===== config.mk =====
export PLATFORM = sky130hd
export DESIGN_NAME = instr_prefetch_buf
export DESIGN_NICKNAME = d
export VERILOG_FILES = /design/src/rtl/ifb_pkg.sv /design/src/rtl/ifb_fifo.sv /design/src/rtl/instr_prefetch_buf.sv
export SDC_FILE = /design/constraint.sdc
export NUM_CORES = 1
export LEC_CHECK = 0
export CAP_MARGIN = 5
export CORE_ASPECT_RATIO = 0.8
export CORE_MARGIN = 2
export CORE_UTILIZATION = 65
export CTS_BUF_LIST = sky130_fd_sc_hd__clkbuf_4 sky130_fd_sc_hd__clkbuf_8 sky130_fd_sc_hd__clkbuf_16
export CTS_CLUSTER_DIAMETER = 40
export DETAILED_ROUTE_END_ITERATION = 8
export DONT_BUFFER_PORTS = 1
export PLACE_DENSITY = 0.87
export RECOVER_POWER = 50
export SLEW_MARGIN = 20
export SYNTH_ARGS = -nofsm -noshare
export SYNTH_HDL_FRONTEND = slang
export SYNTH_SLANG_ARGS = --single-unit

===== constraint.sdc =====
create_clock -name clk_i -period 8.7 [get_ports clk_i]
set_input_delay 0.87 -clock clk_i [delete_from_list [all_inputs] [get_ports clk_i]]
set_output_delay 0.87 -clock clk_i [all_outputs]
set_load 0.005 [all_outputs]

===== src/rtl/ifb_pkg.sv =====
// Shared types and widths for the instruction prefetch buffer.
package ifb_pkg;

   localparam int WORD_ADDR_W = 12;
   localparam int INSTR_W     = 32;

   typedef struct packed {
      logic [31:0] pc;
      logic [31:0] instr;
   } ifb_entry_t;

endpackage


===== src/rtl/ifb_fifo.sv =====
// Small circular FIFO of {pc, instr} entries with synchronous clear.
module ifb_fifo
   import ifb_pkg::*;
#(
   parameter int  DEPTH   = 4,
   parameter type entry_t = ifb_entry_t
) (
   input  logic                    clk,
   input  logic                    rst,
   input  logic                    push,
   input  logic                    pop,
   input  logic                    clear,
   input  entry_t                  wr_data,
   output entry_t                  rd_data,
   output logic [$clog2(DEPTH):0]  count,
   output logic                    full,
   output logic                    empty
);

   localparam int PW = $clog2(DEPTH);

   entry_t          mem [DEPTH];
   logic [PW-1:0]   wr_ptr;
   logic [PW-1:0]   rd_ptr;
   logic            do_pop;

   assign do_pop = pop & ~empty;

   always_ff @(posedge clk or posedge rst) begin
      if (rst) begin
         wr_ptr <= '0;
         rd_ptr <= '0;
         count  <= '0;
      end else if (clear) begin
         wr_ptr <= '0;
         rd_ptr <= '0;
         count  <= '0;
      end else begin
         if (push)
            wr_ptr <= wr_ptr + 1'b1;
         if (do_pop)
            rd_ptr <= rd_ptr + 1'b1;
         if (push && !do_pop)
            count <= count + 1'b1;
         else if (!push && do_pop)
            count <= count - 1'b1;
      end
   end

   // Storage carries no reset; only pointers and count define validity.
   always_ff @(posedge clk) begin
      if (push && !clear)
         mem[wr_ptr] <= wr_data;
   end

   assign rd_data = mem[rd_ptr];
   assign full    = (count == (PW+1)'(DEPTH));
   assign empty   = (count == '0);

endmodule


===== src/rtl/instr_prefetch_buf.sv =====
// Sequential instruction prefetcher with branch flush; optional same-cycle
// response forwarding enabled by defining IFB_BYPASS_EN.
module instr_prefetch_buf
   import ifb_pkg::*;
#(
   parameter int          DEPTH     = 4,
   parameter logic [31:0] BOOT_ADDR = 32'h0000_0000
) (
   input  logic                   clk_i,
   input  logic                   rst_i,
   input  logic                   fetch_en_i,
   input  logic                   branch_i,
   input  logic [31:0]            branch_addr_i,
   output logic                   mem_req_o,
   output logic [WORD_ADDR_W-1:0] mem_addr_o,
   input  logic [INSTR_W-1:0]     mem_rdata_i,
   input  logic                   mem_rvalid_i,
   output logic                   instr_valid_o,
   input  logic                   instr_ready_i,
   output logic [INSTR_W-1:0]     instr_o,
   output logic [31:0]            instr_pc_o
);

   localparam int CW = $clog2(DEPTH) + 1;

   logic [31:0]  fetch_pc;
   logic [31:0]  req_pc;
   logic [31:0]  issue_addr;
   logic         inflight;
   logic         resp;
   logic         bypass;
   logic         push;
   logic         pop;
   logic [CW-1:0] count;
   logic [CW:0]  occupancy;
   logic         full;
   logic         empty;
   ifb_entry_t   head;
   ifb_entry_t   hold;
   ifb_entry_t   wr_entry;
   ifb_entry_t   shown;

   // A branch discards the response and any pop of the same cycle.
   assign resp = mem_rvalid_i & inflight & ~branch_i;
   assign pop  = ~empty & instr_ready_i & ~branch_i;

`ifdef IFB_BYPASS_EN
   assign bypass = resp & empty;
`else
   assign bypass = 1'b0;
`endif

   assign push      = resp & ~(bypass & instr_ready_i);
   assign occupancy = {1'b0, count} + {{CW{1'b0}}, inflight} - {{CW{1'b0}}, pop};
   assign mem_req_o = ~rst_i & ((fetch_en_i & (occupancy < (CW+1)'(DEPTH))) | branch_i);

   assign issue_addr = branch_i ? (branch_addr_i & ~32'h3) : fetch_pc;
   assign mem_addr_o = issue_addr[13:2];
   assign wr_entry   = '{pc: req_pc, instr: mem_rdata_i};

   ifb_fifo #(
      .DEPTH   (DEPTH),
      .entry_t (ifb_entry_t)
   ) u_fifo (
      .clk     (clk_i),
      .rst     (rst_i),
      .push    (push),
      .pop     (pop),
      .clear   (branch_i),
      .wr_data (wr_entry),
      .rd_data (head),
      .count   (count),
      .full    (full),
      .empty   (empty)
   );

   always_ff @(posedge clk_i or posedge rst_i) begin
      if (rst_i) begin
         fetch_pc <= BOOT_ADDR;
         req_pc   <= BOOT_ADDR;
         inflight <= 1'b0;
      end else begin
         inflight <= mem_req_o;
         if (mem_req_o) begin
            req_pc   <= issue_addr;
            fetch_pc <= issue_addr + 32'd4;
         end
      end
   end

   // Outputs keep the last presented word whenever nothing is valid.
   assign instr_valid_o = ~empty | bypass;
   assign shown         = !empty ? head : (bypass ? wr_entry : hold);
   assign instr_o       = shown.instr;
   assign instr_pc_o    = shown.pc;

   always_ff @(posedge clk_i or posedge rst_i) begin
      if (rst_i)
         hold <= '0;
      else if (instr_valid_o)
         hold <= shown;
   end

   a_no_overflow: assert property (@(posedge clk_i) disable iff (rst_i)
      !(push && full && !pop));

endmodule


### Word level (Yosys, flattened, before mapping)

Memory sizes are Yosys's and may differ from the RTL's.
Cells that the tools add are included.
Widths: inputs -> output; s select.

| storage, ports and cells | value |
|---|---|
| output and inout bits | 78 |
| input port bits | 70 |
| bits in registers | 136 |
| memory bits (writable) | 256 |
| word-level logic and storage cells | 49 |
| memories | 1 |

Memories:

| memory | depth | width | read ports | clocked after Yosys merged registers in | write ports | RTL line | text |
|---|---|---|---|---|---|---|---|
| u_fifo.mem | 4 | 64 | 1 | 0 | 1 | ifb_fifo.sv:22 | `entry_t mem [DEPTH];` |

| operators by class | value |
|---|---|
| bitwise gates (word level) | 11 |
| reduce and logical (&&, ||, !) cells | 10 |
| magnitude comparators | 1 |
| muxes and demuxes | 11 |
| add/sub/neg operators | 7 |

Operator list:

| cell | number |
|---|---|
| $mux 64 | 1 |
| $add 32x3->32 const B | 1 |
| $mux 32 | 1 |
| $mux 3 | 3 |
| $mux 2 | 4 |
| $and 1x1->1 | 7 |
| $add 2x1->2 const B | 2 |
| $add 3x1->4 | 1 |
| $lt 4x3->1 const B | 1 |
| $reduce_bool 2->1 | 2 |
| $sub 4x1->4 | 1 |
| $add 3x1->3 const B | 1 |
| $logic_and 1x1->1 | 3 |
| $logic_not 1->1 | 3 |
| $logic_not 3->1 | 1 |
| $not 1->1 | 3 |
| $reduce_bool 3->1 | 1 |
| $sub 3x1->3 const B | 1 |
| $mux 1 | 2 |
| $or 1x1->1 | 1 |

### Longest topological paths before layout

Gate-level depths: netlist of the first run.

| depth | value |
|---|---|
| depth after elaboration | 9 |
| depth in mapped cells | 16 |
| gate-level depth less buffers | 13 |

### By module

A second synthesis of the first run with hierarchy kept.

| unflattened totals | value |
|---|---|
| cells, all modules | 1072 |
| area, all modules | 16836.1 sq um |

By module, submodules not included:

| module | cells each | area an instance (sq um) | sequential area each (sq um) | instances |
|---|---|---|---|---|
| ifb_fifo | 387 | 9723.1 | 7862.5 | 1 |
| instr_prefetch_buf | 685 | 7113.1 | 3128.0 | 1 |

### Least setup slack after synthesis of the first run

Ideal clock, no wire load.

| timing path | value |
|---|---|
| path type | in2out |
| start | input rst_i |
| end | output mem_req_o |
| cell stages on the path | 7 |
| data arrival time | 5379 ps |
| buffers on the path | 3 |
| required time | 7830 ps |
| path slack | 2451 ps |
| cells stage by stage | inv_1 > nand2_1 > and3_1 > buf_2 > clkinv_1 > buf_2 > buf_2 |

| on the way | value |
|---|---|
| longest elaborated chain between the ends | 2 |

Ends and longest elaborated chain:

| element | RTL line | text |
|---|---|---|
| from (decl) | instr_prefetch_buf.sv:10 | `input logic rst_i,` |
| $not 1->1 | instr_prefetch_buf.sv:55 | `assign mem_req_o = ~rst_i & ((fetch_en_i & (occupancy < (CW+1)'(DEPTH))) \| branch_i);` |
| $and 1x1->1 | instr_prefetch_buf.sv:55 |  |
| to (decl) | instr_prefetch_buf.sv:14 | `output logic mem_req_o,` |

No other way between the ends.

### Final worst setup path of the first run

| timing path | value |
|---|---|
| start | register u_fifo.count[0] |
| end | output mem_req_o |

| on the way | value |
|---|---|
| longest elaborated chain between the ends | 9 |
| elaborated cells on any way between the ends | 10 |
| classes of those cells | add/sub (2); order compare (1); bitwise (6); reduce/logical (1) |

Ends and longest elaborated chain:

| element | RTL line | text |
|---|---|---|
| from (decl) | ifb_fifo.sv:15 | `output logic [$clog2(DEPTH):0] count,` |
| from (signal assigned) | ifb_fifo.sv:44 | `count <= count + 1'b1;` |
| from (signal assigned) | ifb_fifo.sv:46 | `count <= count - 1'b1;` |
| $logic_not 3->1 | ifb_fifo.sv:58 | `assign empty = (count == '0);` |
| $not 1->1 | n/a |  |
| via instr_valid_o | instr_prefetch_buf.sv:18 | `output logic instr_valid_o,` |
| $and 1x1->1 (2 in series) | instr_prefetch_buf.sv:45 | `assign pop = ~empty & instr_ready_i & ~branch_i;` |
| $sub 4x1->4 | instr_prefetch_buf.sv:54 | `assign occupancy = {1'b0, count} + {{CW{1'b0}}, inflight} - {{CW{1'b0}}, pop};` |
| $lt 4x3->1 | instr_prefetch_buf.sv:55 |  |
| $and 1x1->1 | instr_prefetch_buf.sv:55 |  |
| $or 1x1->1 | instr_prefetch_buf.sv:55 |  |
| $and 1x1->1 | instr_prefetch_buf.sv:55 |  |

The timed path passes the listed nets, and every way through them passes these cells.

==> results of run 1 <==
-- power by group through the flow --
stage / clock network [uW] / registers, uW / logic [uW]
final: 1650 / 2620 / 1610
after global routing: 1750 / 2670 / 1830
after CTS: 1670 / 2610 / 1640
after detailed placement: 0 / 2640 / 1630
after global placement: 0 / 2620 / 1560
after floorplan: 0 / 2520 / 1320
-- sequential cells by signal (all words and copies together) (netlist names) --
signal,cells
hold,64
inflight,1
u_fifo.mem,248
fetch_pc,30
req_pc,30
u_fifo.wr_ptr,2
u_fifo.rd_ptr,2
u_fifo.count,3
-- metal layers --
metal | vias up | track usage [%] | wire [um]
li1 | 4132 | - | -
met1 | 4647 | 34.4 | 13000
met2 | 301 | 42.5 | 16100
met3 | 59 | 7.44 | 2640
met4 | 0 | 6.96 | 634
met5 | - | 0 | 0
-- per-stage QoR --
stage / area [um^2] / worst slack (ps) / util (%) / hold slack (ps)
2_1_floorplan: 16000 / 2450 / - / 433
3_3_place_gp: 16100 / 4010 / 66.3 / 443
3_5_place_dp: 16100 / 3950 / 66.3 / 449
4_1_cts: 17400 / 3390 / 71.7 / 309
5_1_grt: 17400 / 2670 / 71.6 / 339
6_report: 17400 / 3470 / 71.6 / 292
-- critical path, delay by kind of cell, from the launching register on --
kind          cells  cell delay (ps)
simple gates      5             1270
flops             1              410
buf+inv           6             1760
fa+ha+maj         2              380
-- logic make-up (layout without fill, tap and decap cells) --
kind of cell | Yosys count | in the layout | synth area share, %
buffers and inverters | 87 | 98 | 2.69
AND/OR/NAND/NOR | 458 | 458 | 12.7
adder cells (fa/ha/maj) | 9 | 9 | 0.752
multiplexers | 95 | 95 | 10.9
flip-flops | 380 | 380 | 67.3
AO/OA/AOI/OAI | 97 | 97 | 4.11
XOR/XNOR | 28 | 28 | 1.54
-- cell usage in the layout (no fill, tap or decap), drive strengths merged, types with 9 or more instances in the layout --
cell    instances
nand4           9
and2           11
clkinv         13
nand3          16
a21oi          31
dfrtp         132
edfxtp        248
nor2           49
o21ai          22
o211ai         10
xnor2          21
nor3           18
nand2         309
mux2i          25
inv            23
nor2b          11
clkbuf         55
mux4           62
-- worst min-delay path by stage --
stage,startpoint,end,slack (ps),depth (start not counted)
2_1_floorplan,hold[0],hold[0],430,2
3_3_place_gp,hold[59],hold[59],440,2
3_5_place_dp,hold[37],hold[37],450,2
4_1_cts,rst_i,fetch_pc[7],310,1
5_1_grt,rst_i,inflight,340,1
6_report,rst_i,u_fifo.count[2],290,1
-- cell type report --
type | count | area [um^2] | area share [%]
multi-input cells | 687 | 4800 | 27.6
repair buffers | 7 | 48.8 | 0.281
clock buffers | 54 | 1150 | 6.61
inverters | 19 | 76.3 | 0.439
flip-flops and latches | 380 | 10800 | 61.9
clock inverters | 18 | 148 | 0.850
well taps | 318 | 398 | 2.29
==> key figures, run 1 <==
Pwr
  • VDD IR-drop max: 503 uV
  • Comb power frac: 27.4%
  • Clock power share: 28.0%
  • Tot Pwr: 5880 uW
  • Leak pwr: 0.00663 uW
  • Sw power: 2010 uW
  • Sw Share: 34.3%
  • Power Density: 338 nW/um^2
  • Cell-internal power: 3860 uW
  • Seq pwr share: 44.5%

Floorplanning
  • Top Ports: 148
  • Die height: 144 um
  • Core Area: 24200 um^2
  • # rows: 51
  • Die area: 25800 um^2
  • Die X: 179 um
  • Starting Density: 65.9%

Logic synthesis
  • Cells after synthesis: 1154
  • Ys Warns: 0
  • Syn Area/Cell: 13.8 um^2
  • Number of flops mapped to enable cells by yosys: 248
  • Post-synthesis sequential area ratio: 67.3%
  • Netlist cell types: 63
  • Area of the mapped netlist: 16000 um^2
  • Dominant cell type by area after synthesis: edfxtp_1
  • Synthesized Nets: 1233
  • Post-synth top cells: nand2_1 (309), edfxtp_1 (248), dfrtp_1 (132)
  • Top cells by area, synth: edfxtp_1 (47%), dfrtp_1 (21%), mux4_2 (8.7%)
  • Asr flop ratio synth: 34.7%
  • Predominant post-synthesis flop cell: edfxtp_1
  • Seq cells post-synth: 380
  • Count leader, synth: nand2_1
  • Yosys top cell area share: 46.6%

Finish
  • Share of layout cells above drive strength 1: 14.1%
  • Layout area overhead: 8.78%
  • Fill count: 1552
  • Nets: 1213
  • Ant diodes: 0
  • Final Non-Filler Cells: 1483

Drt
  • Drt via density: 6.16
  • 1st-iter DRT viols: 861
  • Final WL: 32.3 mm
  • TritonRoute pass-1 iters: 5
  • Routed Antenna Nets: 0
  • DRC viols: 0
  • Wire per inst: 21.8 um
  • Routed vias: 9139

Critical path
  • Most frequent CP cell: buf_4
  • CP Max Fanout: 67
  • Critical path arrival: 4360 ps
  • FF-to-FF Start: inflight
  • Nature of the critical path startpoint: register
  • Crit path from: u_fifo.count[0]
  • Crit-path max cell delay: 630 ps
  • CP Capture Type: primary output
  • CP max stage cell: buf_4
  • CP required: 7830 ps
  • Crit Reg-Reg Endpoint: u_fifo.mem[0][15]
  • Worst setup path category: reg -> out
  • Worst R2R Path Depth: 3
  • Crit path to: mem_req_o
  • Crit-path cells: nor3_2, buf_4, inv_2, buf_4, and3_1, ha_1, inv_1, ha_1, and3b_1, or4_1, and3_2, clkinv_1, buf_4
  • R2R setup slack: 3910 ps

STA
  • RSZ-0062 raised after global routing: false
  • Max-slew violations: 322
  • Final Hold Viols: 0
  • Worst Skew: 25.0 ps
  • Final setup vio count: 0
  • Worst Tran Pin Value: 4840 ps
  • Rel. slew slack: -223%
  • Final min period: 5230 ps
  • Final worst path period share: 60.1%
  • Fin Setup TNS: 0 ps
  • Fmax: 191 MHz

Run
  • Maxcap violations: 5

CTS
  • CTS tree: yes
  • Max Root-Sink Buffers: 3
  • Post-CTS Setup Bufs: 0
  • Clock root buffer master: clkbuf_16
  • CTS sink cnt: 380
  • Clock Latency Late Sink: 540 ps
  • H-tree depth: 2
  • Clock-pin slew on the worst setup and hold paths: 60 ps
  • TritonCTS Buffers: 39
  • Hold buffers post-CTS: 0
  • Post-cts sizing count: 0

Place
  • Gpl congestion: 0.824
  • Port-buffer cells: 0
  • DP Cell Count: 1411
  • Dpl hpwl: 19.2 mm

Global route
  • Gr ovfl total: 0
  • Initial antenna violation count: 0
  • Total GRT Usage: 25.9%
  • First-pass GRT wire length: 50.3 mm
  • Largest net degree at the start of global routing: 111
  • Vias in the first global route: 9247

Min path
  • Hold crit path type: in -> async

Run status
  • Outcome: finished, violations left
  • Failing checks: capacitance limit, slew limit
No activity file was read; power rests on OpenSTA's default activity.
==> inputs of run 2 (changes only) <==
- CORE_UTILIZATION: 65 -> 63
- PLACE_DENSITY: 0.87 -> 0.85
- clock period: 8.7 -> 5.3 ns (I/O delays scaled with it)
==> key figures, run 2 (synthesis gave the netlist of run 1 again) <==
Floorplanning
  • Die area: 26600 um^2 (+3.1%)
  • Top Ports: 148 (unchanged)
  • Starting Density: 63.6% (-2.3 points)
  • Die height: 146 um (+1.5%)
  • Core Area: 25100 um^2 (+3.6%)
  • # rows: 52 (+2.0%)
  • Die X: 182 um (+1.5%)

Critical path
  • R2R setup slack: 960 ps (-2950 ps)
  • Critical path arrival: 3970 ps (-390 ps)
  • CP required: 4770 ps (-3060 ps)
  • Nature of the critical path startpoint: register
  • CP Max Fanout: 38 (-43%)
  • Worst setup path category: reg -> out
  • CP Capture Type: primary output

Run status
  • Failing checks: capacitance limit, slew limit
  • Outcome: finished, violations left

Finish
  • Fill count: 1643 (+5.9%)
  • Most common cell after layout, fill and taps aside: nand2_1
  • Layout area overhead: 10.1%
  • Share of layout cells above drive strength 1: 14.7% (+0.67 points)
  • Top Registers: u_fifo.mem x248, hold x64
  • Nets: 1219 (+0.49%)
  • Most frequent cells in the layout: nand2_1 (309), edfxtp_1 (248), dfrtp_1 (131), mux4_2 (62), nor2_1 (48)
  • Top reg by flops: u_fifo.mem
  • Max reg flops: 248 (unchanged)

CTS
  • Post-CTS Setup Bufs: 0 (unchanged)
  • Clock Latency Late Sink: 540 ps (about the same)
  • TritonCTS Buffers: 42 (+7.7%)
  • Hold buffers post-CTS: 0 (unchanged)
  • CTS sink cnt: 380 (unchanged)
  • H-tree depth: 2 (unchanged)
  • Max Root-Sink Buffers: 3 (unchanged)
  • Clock root buffer master: clkbuf_16
  • Post-cts sizing count: 0 (unchanged)
  • CTS tree: yes
  • Clock-pin slew on the worst setup and hold paths: 60 ps (about the same)

Pwr
  • Leak pwr: 0.00673 uW (+1.5%)
  • Power Density: 568 nW/um^2 (+68%)
  • VDD IR-drop max: 420 uV (-16%)

Drt
  • Drt via density: 6.16 (about the same)
  • Wire per inst: 22.3 um (+2.3%)
  • 1st-iter DRT viols: 638 (-26%)
  • Routed vias: 9231 (+1.0%)
  • Routed Antenna Nets: 0 (unchanged)
  • Final WL: 33.4 mm (+3.3%)
  • DRC viols: 0 (unchanged)
  • TritonRoute pass-1 iters: 5 (unchanged)

STA
  • Worst Skew: 19.4 ps (-5.69 ps)
  • Final min period: 4500 ps
  • Final setup vio count: 0 (unchanged)
  • Worst hold slack: 95.6 ps (-196 ps)
  • Final worst path period share: 84.9%
  • Worst Tran Pin Value: 3640 ps (-1200 ps)
  • Fmax: 222 MHz
  • Final Hold Viols: 0 (unchanged)
  • RSZ-0062 raised after global routing: false
  • Rel. slew slack: -143% (+80 points)
  • Max-slew violations: 86 (-73%)
  • Fin Setup TNS: 0 ps (unchanged)

Place
  • Dpl hpwl: 19.4 mm (+1.5%)
  • Port-buffer cells: 0 (unchanged)
  • Gpl congestion: 0.822 (-0.25%)

Global route
  • Total GRT Usage: 25.6% (-0.23 points)
  • Initial antenna violation count: 2 (+2)
  • Vias in the first global route: 9531 (+3.1%)
  • Largest net degree at the start of global routing: 111 (unchanged)
  • First-pass GRT wire length: 52.4 mm (+4.2%)
  • Gr ovfl total: 0 (unchanged)

Run
  • Maxcap violations: 2 (-3)

Min path
  • Hold crit path type: in -> reg
-- run 2: cell types whose count changed in the layout (fill, tap and decap cells not counted), moves of 2 or more --
cell        change
clkbuf_16       +4
clkinv_2        -2
clkinvlp_4      +3
and2_4          +4
clkinv_8        -2
inv_8           -2
bufinv_16       +4
clkbuf_8        -3
and2_0          -5
clkbuf_4        +5
-- run 2: worst paths after layout --
path	end	start	cells past startpoint
max reg2reg	req_pc[23]	u_fifo.count[0]	12
min in group asynchronous	u_fifo.count[2]	rst_i	2
max	mem_req_o	u_fifo.count[0]	10
min reg2reg	hold[14]	hold[14]	2
max in group asynchronous	hold[7]	rst_i	3
min	u_fifo.mem[2][26]	mem_rdata_i[26]	0
-- run 2: per-layer routing --
layer | wire length [um] | global-route usage, % | vias to the layer above
li1 | - | - | 4160
met1 | 13500 | 33.6 | 4692
met2 | 16600 | 42.4 | 316
met3 | 2550 | 7.28 | 61
met4 | 686 | 7.66 | 2
met5 | 13 | 0 | -
-- run 2: cell type report --
cell class / count / area (um^2) / share of cell area, %
clock buffer: 59 / 1240 / 7.04
timing repair buffer: 10 / 91.3 / 0.519
sequential: 380 / 10800 / 61.2
clock inverter: 18 / 221 / 1.26
multi-input combinational: 687 / 4800 / 27.3
antenna: 1 / 2.50 / 0.0142
inverter: 19 / 72.6 / 0.413
tap: 324 / 405 / 2.31
-- run 2: worst max-delay path, stage by stage (launching register included) --
cell      delay [ps]
dfrtp_1          410
nor3_1           350
inv_2             60
and3_1           180
ha_1             170
inv_1             60
ha_1             220
and3b_1          180
o21ai_0          180
and3_2           680
clkinv_1         920
-- run 2: metrics by stage --
step | utilization (%) | power [uW] | instances | instance area, um^2 | setup slack (ps)
2_1_floorplan | - | 6300 | 1154 | 16000 | 782
3_3_place_gp | 64.1 | 6870 | 1419 | 16100 | 1140
3_5_place_dp | 64.1 | 7030 | 1419 | 16100 | 924
4_1_cts | 70.0 | 10000 | 1496 | 17600 | 939
5_1_grt | 70.0 | 10500 | 1497 | 17600 | 487
6_report | 70.0 | 9990 | 1498 | 17600 | 799
-- run 2: where the power goes --
part,leakage [uW],internal [uW],switching [uW]
Clock,0.000718,1840,1150
Sequential,0.00380,3850,455
Combinational,0.00220,962,1730
Total,0.00673,6650,3340
